$ cat config.mk
export PLATFORM = sky130hd
export DESIGN_NAME = phys_reg_free_list
export DESIGN_NICKNAME = d
export VERILOG_FILES = /design/src/rtl/phys_reg_free_list_pkg.sv /design/src/rtl/phys_reg_free_list.sv
export SDC_FILE = /design/constraint.sdc
export NUM_CORES = 1
export LEC_CHECK = 0
export ABC_AREA = 1
export BUFFER_PORTS_ARGS = -buffer_cell sky130_fd_sc_hd__buf_2
export CORE_MARGIN = 2
export CORE_UTILIZATION = 46
export CTS_CLUSTER_DIAMETER = 60
export DETAILED_ROUTE_END_ITERATION = 6
export SLEW_MARGIN = 5
export SYNTH_ARGS = -nofsm -noshare
export SYNTH_HDL_FRONTEND = slang
export SYNTH_SLANG_ARGS = --single-unit
$ cat constraint.sdc
create_clock -name clk -period 3.4 [get_ports clk]
set_input_delay 0.17 -clock clk [delete_from_list [all_inputs] [get_ports clk]]
set_output_delay 0.17 -clock clk [all_outputs]
set_load 0.1 [all_outputs]
$ cat src/rtl/phys_reg_free_list_pkg.sv
// Shared sizing, tag/pointer types and reset-image helper for the physical
// register free list.
package phys_reg_free_list_pkg;

  localparam int PHYS_REG_LENGTH  = 64;
  localparam int ARCH_REG_LENGTH  = 32;
  localparam int PHYS_REG_IDX_W   = $clog2(PHYS_REG_LENGTH);
  localparam int FREE_LIST_LENGTH = PHYS_REG_LENGTH - ARCH_REG_LENGTH;
  localparam int FL_DEPTH         = FREE_LIST_LENGTH;
  localparam int FL_PTR_W         = $clog2(FREE_LIST_LENGTH);

  typedef logic [PHYS_REG_IDX_W-1:0] phys_reg_idx_t;

  // Pointer carries one extra wrap bit so full and empty are distinguishable.
  typedef logic [FL_PTR_W:0] fl_ptr_t;

  // Tag held by free-list slot i out of reset: the registers above the
  // architectural set start out free.
  function automatic phys_reg_idx_t reset_tag(input int i);
    return phys_reg_idx_t'(ARCH_REG_LENGTH + i);
  endfunction

endpackage

$ cat src/rtl/phys_reg_free_list.sv
// Circular free list of physical register tags. Rename allocates at the
// speculative head, commit frees stale tags at the tail, and a committed
// head lets a flush restore every uncommitted allocation in one cycle.
module phys_reg_free_list
  import phys_reg_free_list_pkg::*;
(
  input  logic                      clk,
  input  logic                      rst_n,
  input  logic                      alloc_req,
  output logic                      alloc_valid,
  output logic                      alloc_gnt,
  output logic [PHYS_REG_IDX_W-1:0] alloc_preg,
  input  logic                      rel_valid,
  input  logic [PHYS_REG_IDX_W-1:0] rel_preg,
  input  logic                      commit_alloc,
  input  logic                      flush,
  output logic [FL_PTR_W:0]         free_count,
  output logic                      err
);

  phys_reg_idx_t r_mem [FL_DEPTH];
  fl_ptr_t       r_head;
  fl_ptr_t       r_commit_head;
  fl_ptr_t       r_tail;
  logic          r_err;

  fl_ptr_t w_count;
  logic    w_empty;
  logic    w_full;
  logic    w_rel_ok;
  logic    w_rel_drop;
  logic    w_commit_ok;
  logic    w_commit_bad;
  fl_ptr_t w_commit_head_nxt;
  fl_ptr_t w_head_nxt;

  // Occupancy; wrap-bit arithmetic keeps 0..FL_DEPTH unambiguous.
  assign w_count = r_tail - r_head;
  assign w_empty = (w_count == '0);
  assign w_full  = (w_count == fl_ptr_t'(FL_DEPTH));

  // Allocation side: tag is read straight from the head slot, no bypass
  // from a same-cycle release into an empty list.
  assign alloc_valid = ~w_empty;
  assign alloc_gnt   = alloc_req & ~w_empty & ~flush;
  assign alloc_preg  = r_mem[r_head[FL_PTR_W-1:0]];
  assign free_count  = w_count;
  assign err         = r_err;

  // A release into a full list would overwrite a free tag, so it is dropped.
  assign w_rel_ok   = rel_valid & ~w_full;
  assign w_rel_drop = rel_valid &  w_full;

  // Commit may only advance over allocations that actually happened.
  assign w_commit_ok  = commit_alloc & (r_commit_head != r_head);
  assign w_commit_bad = commit_alloc & (r_commit_head == r_head);

  assign w_commit_head_nxt = r_commit_head + fl_ptr_t'(w_commit_ok);

  // Flush rewinds the speculative head onto the (post-commit) committed head.
  assign w_head_nxt = flush ? w_commit_head_nxt : r_head + fl_ptr_t'(alloc_gnt);

  // Pointer and sticky-error state.
  // NOTE: sequential state uses non-blocking assignments so every register
  // samples the same pre-edge values regardless of statement order.
  always_ff @(posedge clk or negedge rst_n) begin
    if (!rst_n) begin
      r_head        <= '0;
      r_commit_head <= '0;
      r_tail        <= fl_ptr_t'(FL_DEPTH);
      r_err         <= 1'b0;
    end else begin
      r_head        <= w_head_nxt;
      r_commit_head <= w_commit_head_nxt;
      r_tail        <= r_tail + fl_ptr_t'(w_rel_ok);
      if (w_rel_drop || w_commit_bad) begin
        r_err <= 1'b1;
      end
    end
  end

  // Tag storage; a release writes the stale tag at the tail slot.
  // NOTE: this array is reset on purpose, because out of reset it must already
  // hold the initial free tags; ordinary data memories would not be reset.
  always_ff @(posedge clk or negedge rst_n) begin
    if (!rst_n) begin
      for (int i = 0; i < FL_DEPTH; i++) begin
        r_mem[i] <= reset_tag(i);
      end
    end else if (w_rel_ok) begin
      r_mem[r_tail[FL_PTR_W-1:0]] <= rel_preg;
    end
  end

endmodule

==> flow_summary.yaml <==
outcome:
  status: "finished, final reports clean"
pwr:
  combPwrFrac_pct: 48.1
  peakVddDrop_v: 0.00174
  total_power_mw: 15.0
  power.share.clock_pct: 19.7
  internal_power_mw: 7.86
  p_sw_share_pct: 47.5
  power_density_nw_per_um2: 1170
  seq_power_share_pct: 32.2
  p_sw_mw: 7.11
  p_leak_nw: 5.96
clocking:
  clock_latency_ns: 0.54
  cts.repair.resized: 0
  cts.clk_slew.worst_paths_ns: 0.06
  cts_buffer_depth: 3
  hold_buffers: 3
  cts_sinks: 211
  cts_setup_buffers: 0
  cts_buffers: 26
  cts.htree.levels: 1
  ctsRootBufferMaster: "clkbuf_16"
  cts_tree: "built"
timing:
  setup_viol: 0
  period_share_pct: 94.3
  maxSlewViolCount: 0
  slew-limit-headroom_pct: 32.6
  timing.setup.tns_ns: 0
  fin_crit_ns: 3.21
  skew_ns: 0.0113
  worstMarginPinSlew_ns: 1.01
  fmax_mhz: 312
  rsz0062_at_grt: "no"
  hold_viol: 0
synth:
  synthTopCellsByCount: "nand2_1, nand4_1, nor2_1, dfstp_2, dfrtp_1"
  synth.distinct_cells: 29
  syn_nets: 1491
  synth_top_area_cell: "dfstp_2"
  ys_ff_latch: 211
  synth_top_cell_area_share_pct: 25.7
  ys.flop_type: "dfstp_2"
  synthTopCellsByArea: "dfstp_2, dfrtp_1, nand2_1"
  yosysWarnings: 0
  synth_area_um2: 11500
  yosysMostFrequentCell: "nand2_1"
  netlist_instances: 1467
  synthArstFlopShare_pct: 100
  synth_edf_count: 0
  synth.avg_cell_area_um2: 7.87
  ys_seq_area_share_pct: 47.0
critical_path:
  cpPeakStageDelay_ns: 0.65
  cp_num_buf_inv: 3
  cp_cell_sequence: "buf_4 -> o21ai_0 -> o211ai_1 -> nand3_1 -> nand2_1 -> nand2_1 -> inv_1 -> buf_2"
  cpMostUsedCell: "nand2_1"
  critPathCaptureType: "output port"
  critPathMaxFanout: 75
  critical_path_required_ns: 3.23
  worstSetupPathType: "reg -> out"
  crit_arrival_ns: 3.04
  cp_top_family: "buffers and inverters"
  crit_slowest_cell: "buf_4"
  start_kind: "flip-flop"
die:
  dieArea_um2: 26400
  die_w_um: 162
  coreArea_um2: 24500
  fp-row-count: 57
  start_util_pct: 47.2
  die_h_um: 162
  ios: 27
flow_run:
  drv.max_cap_violation_count: 0
detailed_routing:
  drt_iter0_drc: 1036
  dr.max_layer_used: "met4"
  vias: 10400
  wl_per_cell_um: 19.5
  firstDrtPassIters: 7
  avgViaCountPerCell: 5.81
  wl_met3_mm: 1.77
  wl_met2_mm: 16.2
  routed_wl_mm: 34.8
  drc: 0
  antenna_left: 0
  wl_met1_mm: 15.7
cells_and_area:
  fillers: 2326
  final-seq-area_um2: 5420
  multi_input_area_um2: 5450
  area_growth_pct: 11.2
  final_nets: 1465
  antenna_cells: 0
  drive_gt1_share_pct: 17.5
placed_design:
  place.gp.congestion: 0.841
  dp_hpwl_mm: 20.7
  portBuffers: 26
grt:
  gr-usage-all-layers_pct: 26.8
  overflow: 0
  grt_max_degree: 108
  grt_pass1_vias: 9958
  grt_first_pass_wirelength_mm: 56.0
  antenna_found_initial: 0
worst_hold_path:
  hp-class: "in -> reg"
==> tightest hold or removal path, stage by stage <==
cell     delay [ns]
buf_6          0.23
nand4_1        0.16
nand2_1        0.05
==> per-stage QoR <==
| step | instances | area, um^2 | utilization, % | setup WS, ns | hold slack [ns] |
|---|---|---|---|---|---|
| floorplan | 1467 | 11600 | - | 0.000539 | -0.126 |
| global placement | 1734 | 11900 | 48.6 | 0.681 | 0.327 |
| finish | 1784 | 12800 | 52.5 | 0.194 | 0.115 |
| global route | 1784 | 12800 | 52.5 | 0.0513 | 0.110 |
| CTS | 1784 | 12800 | 52.5 | 0.203 | 0.0890 |
| detailed placement | 1734 | 11900 | 48.6 | 0.647 | 0.318 |
==> final timing paths <==
kind / startpoint / end / slack [ns] / depth (start not counted)
setup / recovery: r_head[1]$_DFF_PN0_ / alloc_preg[1] / 0.19 / 8
hold / removal: rel_valid / r_mem[71]$_DFFE_PN1P_ / 0.11 / 3
setup reg to reg: r_tail[0]$_DFF_PN0_ / r_head[4]$_DFF_PN0_ / 0.63 / 16
hold reg to reg: r_mem[60]$_DFFE_PN1P_ / r_mem[60]$_DFFE_PN1P_ / 0.46 / 2
max in group asynchronous: rst_n / r_mem[155]$_DFFE_PN1P_ / 2.10 / 3
min in group asynchronous: rst_n / r_commit_head[5]$_DFF_PN0_ / 0.22 / 2
==> placed cells by master, fill, tap and decap left out, types with 22 or more instances in the layout <==
master,count
nand2_1,489
nand4_1,192
nor2_1,145
dfstp_2,113
dfrtp_1,96
o21ai_0,89
nand3_1,52
inv_1,49
nand3_2,33
clkbuf_16,26
o211ai_1,24
buf_2,22
==> logic make-up (layout without fill, tap and decap cells) <==
logic type | Yosys count | count (layout) | synth area share [%]
AOI/OAI and AO/OA | 145 | 145 | 6.99
xor gates and xnor gates | 15 | 15 | 1.14
adders and majority gates | 12 | 12 | 1.37
buffers and inverters | 158 | 151 | 6.66
DFF | 211 | 211 | 47.0
and+or+nand+nor | 926 | 926 | 36.9
==> state kept, by name (all words and copies together), names as in the netlist <==
name,cells
r_mem,192
r_commit_head,6
r_head,6
r_tail,6
err,1
==> power by group through the flow <==
stage | sequential, mW | clock [mW] | combinational, mW
finish | 4.82 | 2.94 | 7.20
global route | 4.95 | 3.09 | 7.91
CTS | 4.80 | 3.00 | 7.20
detailed placement | 4.82 | 0 | 7.19
global placement | 4.81 | 0 | 7.12
floorplan | 4.64 | 0 | 5.53
==> final cells by class <==
type	count	share of cell area (%)
multi-input cells	1098	42.5
clock inverters	9	1.31
flip-flops and latches	211	42.3
repair buffers	53	3.49
clock buffers	38	5.81
inverters	51	1.49
well taps	324	3.16
==> metal layers <==
metal	track usage, %	up-vias
met2	43.2	303
li1	-	4926
met1	38.0	5060
met3	3.03	70
met4	8.45	0
met5	0	-
Note: power is estimated with default switching activity, not from simulation.
